==> src/rtl/instr_fetch_unit.sv <==
// Instruction fetch front end: owns the PC, fetches 16-bit words, issues them, and forms the next PC.
// Optional feature macro FETCH_ICOUNT_EN adds a 32-bit fired-instruction counter on port icount.
module instr_fetch_unit #(
    parameter int          PC_W     = 8,
    parameter int unsigned RESET_PC = 0
) (
    input  logic            clk,
    input  logic            rst_n,
    input  logic            run,
    output logic            imem_req,
    output logic [PC_W-1:0] imem_addr,
    input  logic [15:0]     imem_rdata,
    input  logic            imem_ack,
    output logic            instr_valid,
    input  logic            exec_ready,
    output logic [15:0]     instr,
    output logic [3:0]      op,
    input  logic            JUMP,
    input  logic            BRANCH,
    output logic [PC_W-1:0] pc,
    output logic            busy
`ifdef FETCH_ICOUNT_EN
    ,
    output logic [31:0]     icount
`endif
);

    typedef enum logic [1:0] {
        IDLE  = 2'd0,
        FETCH = 2'd1,
        ISSUE = 2'd2
    } state_t;

    state_t          state_reg;
    logic [PC_W-1:0] pc_reg;
    logic [15:0]     instr_reg;
    logic            imem_req_reg;
    logic            instr_valid_reg;
    logic            busy_reg;

    logic            fire;
    logic [PC_W-1:0] jump_target;
    logic [PC_W-1:0] branch_off;
    logic [PC_W-1:0] pc_seq;
    logic [PC_W-1:0] pc_branch;
    logic [PC_W-1:0] pc_next;

    // Jump target is zero-extended/truncated from instr[11:0]; branch offset is sign-extended from instr[5:0].
    genvar gi;
    generate
        for (gi = 0; gi < PC_W; gi++) begin : g_ext
            if (gi < 12) begin : g_jmp_bit
                assign jump_target[gi] = instr_reg[gi];
            end else begin : g_jmp_zero
                assign jump_target[gi] = 1'b0;
            end
            if (gi < 6) begin : g_off_bit
                assign branch_off[gi] = instr_reg[gi];
            end else begin : g_off_sign
                assign branch_off[gi] = instr_reg[5];
            end
        end
    endgenerate

    assign fire      = (state_reg == ISSUE) && instr_valid_reg && exec_ready;
    assign pc_seq    = pc_reg + PC_W'(1);
    assign pc_branch = pc_seq + branch_off;

    always_comb begin
        pc_next = pc_seq;
        if (JUMP) begin
            pc_next = jump_target;
        end else if (BRANCH) begin
            pc_next = pc_branch;
        end
    end

    always_ff @(posedge clk) begin
        if (!rst_n) begin
            state_reg       <= IDLE;
            pc_reg          <= PC_W'(RESET_PC);
            instr_reg       <= 16'h0000;
            imem_req_reg    <= 1'b0;
            instr_valid_reg <= 1'b0;
            busy_reg        <= 1'b0;
        end else begin
            case (state_reg)
                IDLE: begin
                    if (run) begin
                        state_reg    <= FETCH;
                        imem_req_reg <= 1'b1;
                        busy_reg     <= 1'b1;
                    end
                end
                FETCH: begin
                    // run is deliberately ignored here: an in-flight fetch always completes and issues.
                    if (imem_ack) begin
                        instr_reg       <= imem_rdata;
                        state_reg       <= ISSUE;
                        imem_req_reg    <= 1'b0;
                        instr_valid_reg <= 1'b1;
                    end
                end
                ISSUE: begin
                    if (fire) begin
                        pc_reg          <= pc_next;
                        instr_valid_reg <= 1'b0;
                        if (run) begin
                            state_reg    <= FETCH;
                            imem_req_reg <= 1'b1;
                        end else begin
                            state_reg <= IDLE;
                            busy_reg  <= 1'b0;
                        end
                    end
                end
                default: begin
                    state_reg       <= IDLE;
                    imem_req_reg    <= 1'b0;
                    instr_valid_reg <= 1'b0;
                    busy_reg        <= 1'b0;
                end
            endcase
        end
    end

`ifdef FETCH_ICOUNT_EN
    logic [31:0] icount_reg;

    always_ff @(posedge clk) begin
        if (!rst_n) begin
            icount_reg <= 32'd0;
        end else if (fire) begin
            icount_reg <= icount_reg + 32'd1;
        end
    end

    assign icount = icount_reg;
`endif

    assign imem_req    = imem_req_reg;
    assign imem_addr   = pc_reg;
    assign instr_valid = instr_valid_reg;
    assign instr       = instr_reg;
    assign op          = instr_reg[15:12];
    assign pc          = pc_reg;
    assign busy        = busy_reg;

endmodule

==> config.mk <==
export PLATFORM = sky130hd
export DESIGN_NAME = instr_fetch_unit
export DESIGN_NICKNAME = d
export VERILOG_FILES = /design/src/rtl/instr_fetch_unit.sv
export SDC_FILE = /design/constraint.sdc
export NUM_CORES = 1
export LEC_CHECK = 0
export CAP_MARGIN = 30
export CORE_ASPECT_RATIO = 0.6
export CORE_MARGIN = 10
export CORE_UTILIZATION = 35
export CTS_BUF_LIST = sky130_fd_sc_hd__clkbuf_16
export CTS_CLUSTER_SIZE = 16
export DETAILED_ROUTE_END_ITERATION = 16
export PLACE_DENSITY = 0.71
export SLEW_MARGIN = 10
export SYNTH_ARGS = -nofsm -noshare
export SYNTH_HDL_FRONTEND = slang
export SYNTH_SLANG_ARGS = --single-unit
==> constraint.sdc <==
create_clock -name clk -period 3 [get_ports clk]
set_input_delay 0.3 -clock clk [delete_from_list [all_inputs] [get_ports clk]]
set_output_delay 0.3 -clock clk [all_outputs]
set_load 0.02 [all_outputs]
# Word-level counts from Yosys, hierarchy flattened

Cells that the tools add are included.
W data, S select, Z words.

Register bits: 29
Word-level logic and storage cells: 43

Add/subtract/negate cells: 2
Eq/ne operators: 6
Mux-type cells: 18
Bitwise gates (word level): 2
Reduce and logical (&&, ||, !) cells: 9

Operators with widths:

| cell                  | count |
|---|---|
| $mux W8               | 2 |
| $mux W1               | 9 |
| $pmux W1 S3           | 3 |
| $add A8 B1 Y8 const B | 1 |
| $add A8 B8 Y8         | 1 |
| $ne A2 B2 Y1 const B  | 4 |
| $mux W2               | 3 |
| $pmux W2 S3           | 1 |
| $reduce_and A2 Y1     | 3 |
| $reduce_and A3 Y1     | 2 |
| $reduce_and A4 Y1     | 1 |
| $eq A2 B1 Y1 const B  | 1 |
| $eq A2 B2 Y1 const B  | 1 |
| $logic_and A1 B1 Y1   | 2 |
| $logic_not A2 Y1      | 1 |
| $not A1 Y1            | 2 |

# Depth between registers and ports, before layout

Depth after elaboration: 5
Mapped depth: 9
Depth with buffers taken out: 9

# Worst setup path before layout

Ideal clock, no wire load.

Kind: register to register
Start: register pc_reg[0], in the netlist imem_addr[0]
End: register pc_reg[5], in the netlist imem_addr[5]
Library setup time: 0.131 ns
Data arrival time: 2.449 ns
Data required time: 2.869 ns
Slack: 0.420 ns
Stages on the path, launching flop included: 10
Cells stage by stage: dfxtp_1 > ha_1 > nand3_1 > xnor2_1 > ha_1 > and2_1 > a221o_1 > or3_1 > a21oi_1 > o41ai_1

Cells in the longest elaborated chain, start to end: 4

RTL lines:

| element                  | RTL line | RTL |
|---|---|---|
| start: declaration       | 35       | `logic [PC_W-1:0] pc_reg;` |
| start signal: assignment | 81       | `pc_reg <= PC_W'(RESET_PC);` |
| start signal: assignment | 106      | `pc_reg <= pc_next;` |
| $add A8 B1 Y8 (*)        | 66       | `assign pc_seq = pc_reg + PC_W'(1);` |
| $add A8 B8 Y8            | 67       | `assign pc_branch = pc_seq + branch_off;` |
| $mux W8 (*)              | 73       | `end else if (BRANCH) begin` |
| $mux W8 (*)              | 71       | `if (JUMP) begin` |

Every way passes the cells marked *; elsewhere a longest branch is shown, timed or not.
A chain may end at the register's enable or synchronous reset.

# Worst setup path after layout

Start: register pc_reg[0], in the netlist imem_addr[0]
End: register pc_reg[7], in the netlist imem_addr[7]

Same word-level chain as after synthesis.

==> results.sh <==
export IMPL_min_delay_path_class="reg2reg"
export IMPL_slowest_delay_ns=0.50
export IMPL_timing_clock_skew_ns=0.00383
export IMPL_leakage_nw=0.992
export IMPL_ys_seq_elements=29
export IMPL_wire_per_inst_um=16.0
export IMPL_dp_final_hpwl_um=4340
export IMPL_grt_setup_unrepaired="false"
export IMPL_fin_setup_tns_ns=0
export IMPL_async_flop_share_pct=0
export IMPL_ys_seq_area_share_pct=30.9
export IMPL_yosysTopAreaCellShare_pct=30.9
export IMPL_netlist_cell_type_count=53
export IMPL_worstSetupStartpoint="imem_addr[0]"
export IMPL_postLayoutCellArea_um2=2610
export IMPL_clock_root_buffer="clkbuf_16"
export IMPL_finalCoreUtilization_pct=50.8
export IMPL_area_after_dpl_um2=2460
export IMPL_fp_coreArea_um2=5130
export IMPL_area_fraction_in_compound_gates_after_synthesis_pct=27.0
export IMPL_period_share_pct=92.1
export IMPL_timing_critical_path_max_delay_family="compound AO/OA/AOI/OAI gates"
export IMPL_clock_insertion_delay_worst_skew_ns=0.28
export IMPL_synth_fa_ha_area_share_pct=7.06
export IMPL_cp_arrival_ns=2.96
export IMPL_groute_usage_overall_pct=12.4
export IMPL_clkSinkCount=29
export IMPL_timing_critical_path_cells="ha_1 > nand3_1 > xnor2_1 > ha_1 > and2_1 > a221oi_1 > nand2_1 > o311a_1 > a211oi_1"
export IMPL_drt_wl_total_um=5610
export IMPL_cts_tree="built"
export IMPL_chipWidth_um=115
export IMPL_yosys_area_share_simple_pct=22.6
export IMPL_yosys_top_cells_count="nand2_1, dfxtp_1, o21ai_0, buf_4, a21boi_1"
export IMPL_netlist_area_um2=1880
export IMPL_synthesis_instances=235
export IMPL_synthTopCellsByArea="dfxtp_1, nand2_1, ha_1"
export IMPL_fp_dieArea_um2=8800
export IMPL_dieHeight_um=76.8
export IMPL_drt_drc_violations_left=0
export IMPL_timing_hold_worst_start="instr[11]"
export IMPL_io_buffer_count=61
export IMPL_synth_edff_count=0
export IMPL_worst_path_max_fanout=10
export IMPL_layout_min_cycle_time_ns=2.76
export IMPL_postSynthAreaPerCell_um2=8.00
export IMPL_post_cts_resize_count=0
export IMPL_r2r_worst_path_cells=9
export IMPL_top_level_ports=62
export IMPL_power_density_nw_per_um2=407
export IMPL_grt_pass1_vias=1693
export IMPL_synth_xor_area_share_pct=3.26
export IMPL_status="complete, no violations"
export IMPL_num_rows=20
export IMPL_cts_h_tree_depth=2
export IMPL_first_iter_violations=155
export IMPL_worstPathBufferInverterCount=0
export IMPL_ys_flop_type="dfxtp_1"
export IMPL_ir_worst_vdd_uv=234
export IMPL_postCtsHoldBufs=0
export IMPL_multiInputGateArea_um2=1140
export IMPL_yosysMostFrequentCell="nand2_1"
export IMPL_antenna_violating_nets_remaining=0
export IMPL_crit_path_end_kind="flip-flop"
export IMPL_timing_worst_setup_path_type="reg2reg"
export IMPL_crit_path_top_delay_cell="dfxtp_1"
export IMPL_grt_first_pass_wirelength_um=8970
export IMPL_largest_reg_flops=16
export IMPL_timing_hold_violations_final=0
export IMPL_cts_made_buffers=5
export IMPL_synth_top_family_by_area="compound AO/OA/AOI/OAI gates"
export IMPL_layout_cells_sized_above_1_pct=5.26
export IMPL_viasPerCell=5.25
export IMPL_antenna_diode_count=0
export IMPL_synth_net_count=268
export IMPL_post_layout_total_power_w=0.00106
export IMPL_layout_nets=317
export IMPL_timing_max_transition_violations_final=0
export IMPL_dr_pass1_iters=4
export IMPL_worst_tran_pin_value_ns=0.658
export IMPL_synth_warning_count=0
export IMPL_critical_path_startpoint_type="flip-flop"
export IMPL_hold_depth=2
export IMPL_relSlewSlack_pct=56.1
export IMPL_post_synth_mux_area_share_pct=0.533
export IMPL_reg2reg_from="imem_addr[0]"
export IMPL_setup_violations=0
export IMPL_ff_latch_area_um2=581
export IMPL_r2r_setup_slack_ns=0.24
export IMPL_max_clock_path_buffers=2
export IMPL_grt_antenna_before_repair=0
export IMPL_areaGrowthSynthToFinish_pct=38.6
export IMPL_post_cts_setup_buffer_count=0
export IMPL_floorplan_initialDensity_pct=36.6
export IMPL_place_gp_congestion=0.870
export IMPL_max_cap_violations=0
export IMPL_layout_filler_cells=502
export IMPL_cts_clk_slew_worst_paths_ns=0.05
export IMPL_cell_depth_of_the_worst_setup_path=9
export IMPL_synth_top_area_cell="dfxtp_1"
export IMPL_grt_start_max_net_pins=19
export IMPL_critical_path_most_common_cell="ha_1"
export IMPL_globalRoute_totalOverflow=0
export IMPL_timing_critical_path_required_ns=3.19
export IMPL_dr_total_vias=1842
export IMPL_fmaxAchievable_ghz=0.362
cells by family after synthesis:
kind of cell | Yosys count
AO/OA/AOI/OAI | 71
AND/OR/NAND/NOR | 88
multiplexers | 1
adder cells (fa/ha/maj) | 10
buffers and inverters | 29
XOR/XNOR | 7
flip-flops | 29
metal layers:
metal  track usage, %  share of wire, %  wire length (um)
met5                0                 0                 0
met3             6.06                11               608
met2             16.6                40              2260
met4             2.37              0.93                52
met1             17.1                48              2690
final cells by class:
| class | count | area share, % |
|---|---|---|
| Sequential cell | 29 | 22.3 |
| Clock buffer | 5 | 4.80 |
| Clock inverter | 3 | 0.672 |
| Multi-Input combinational cell | 177 | 43.6 |
| Timing Repair Buffer | 65 | 24.6 |
| Inverter | 6 | 0.865 |
| Tap cell | 66 | 3.17 |
where the power goes:
group | switching, W | internal [W]
Sequential | 0.0000172 | 0.000401
Clock | 0.000179 | 0.000303
Combinational | 0.0000779 | 0.0000827
worst register-to-register path: cells and delay by family, from the launching register on:
| kind | cells | cell delay [ns] |
|---|---|---|
| xor gates and xnor gates | 1 | 0.21 |
| DFF | 1 | 0.50 |
| adders and majority gates | 2 | 0.61 |
| and+or+nand+nor | 3 | 0.45 |
| AOI/OAI and AO/OA | 3 | 0.91 |
per-stage QoR:
| step | instances | hold WS (ns) | worst slack (ns) |
|---|---|---|---|
| finish | 351 | 0.451 | 0.237 |
| global route | 351 | 0.470 | 0.0213 |
| detailed placement | 343 | 0.448 | 0.267 |
| floorplan | 235 | 0.435 | 0.420 |
| CTS | 351 | 0.453 | 0.263 |
| global placement | 343 | 0.443 | 0.443 |
worst paths after layout:
| kind | end |
|---|---|
| hold / removal | instr[11] |
| setup / recovery | imem_addr[7] |
| hold reg to reg | instr[11] |
| setup reg to reg | imem_addr[7] |
placed cells by master, fill, tap and decap left out, types with 2 or more instances in the layout:
| master | instances |
|---|---|
| clkdlybuf4s50_1 | 61 |
| nand2_1 | 50 |
| dfxtp_1 | 29 |
| o21ai_0 | 13 |
| a21boi_1 | 11 |
| nand3_1 | 9 |
| a21oi_1 | 9 |
| ha_1 | 9 |
| a21boi_0 | 7 |
| inv_1 | 6 |
| nor2_1 | 6 |
| xnor2_1 | 5 |
| clkbuf_16 | 5 |
| and2_1 | 4 |
| buf_4 | 4 |
| or3_1 | 3 |
| nor2b_1 | 3 |
| o31a_1 | 3 |
| a211oi_1 | 3 |
| xor2_1 | 2 |
| and3_1 | 2 |
| o32ai_1 | 2 |
| nand2b_1 | 2 |
| o211ai_1 | 2 |
| nor3_1 | 2 |
| a21o_1 | 2 |
| o21a_1 | 2 |
| a221oi_1 | 2 |
| clkinv_2 | 2 |
No activity file was read; power rests on OpenSTA's default activity.
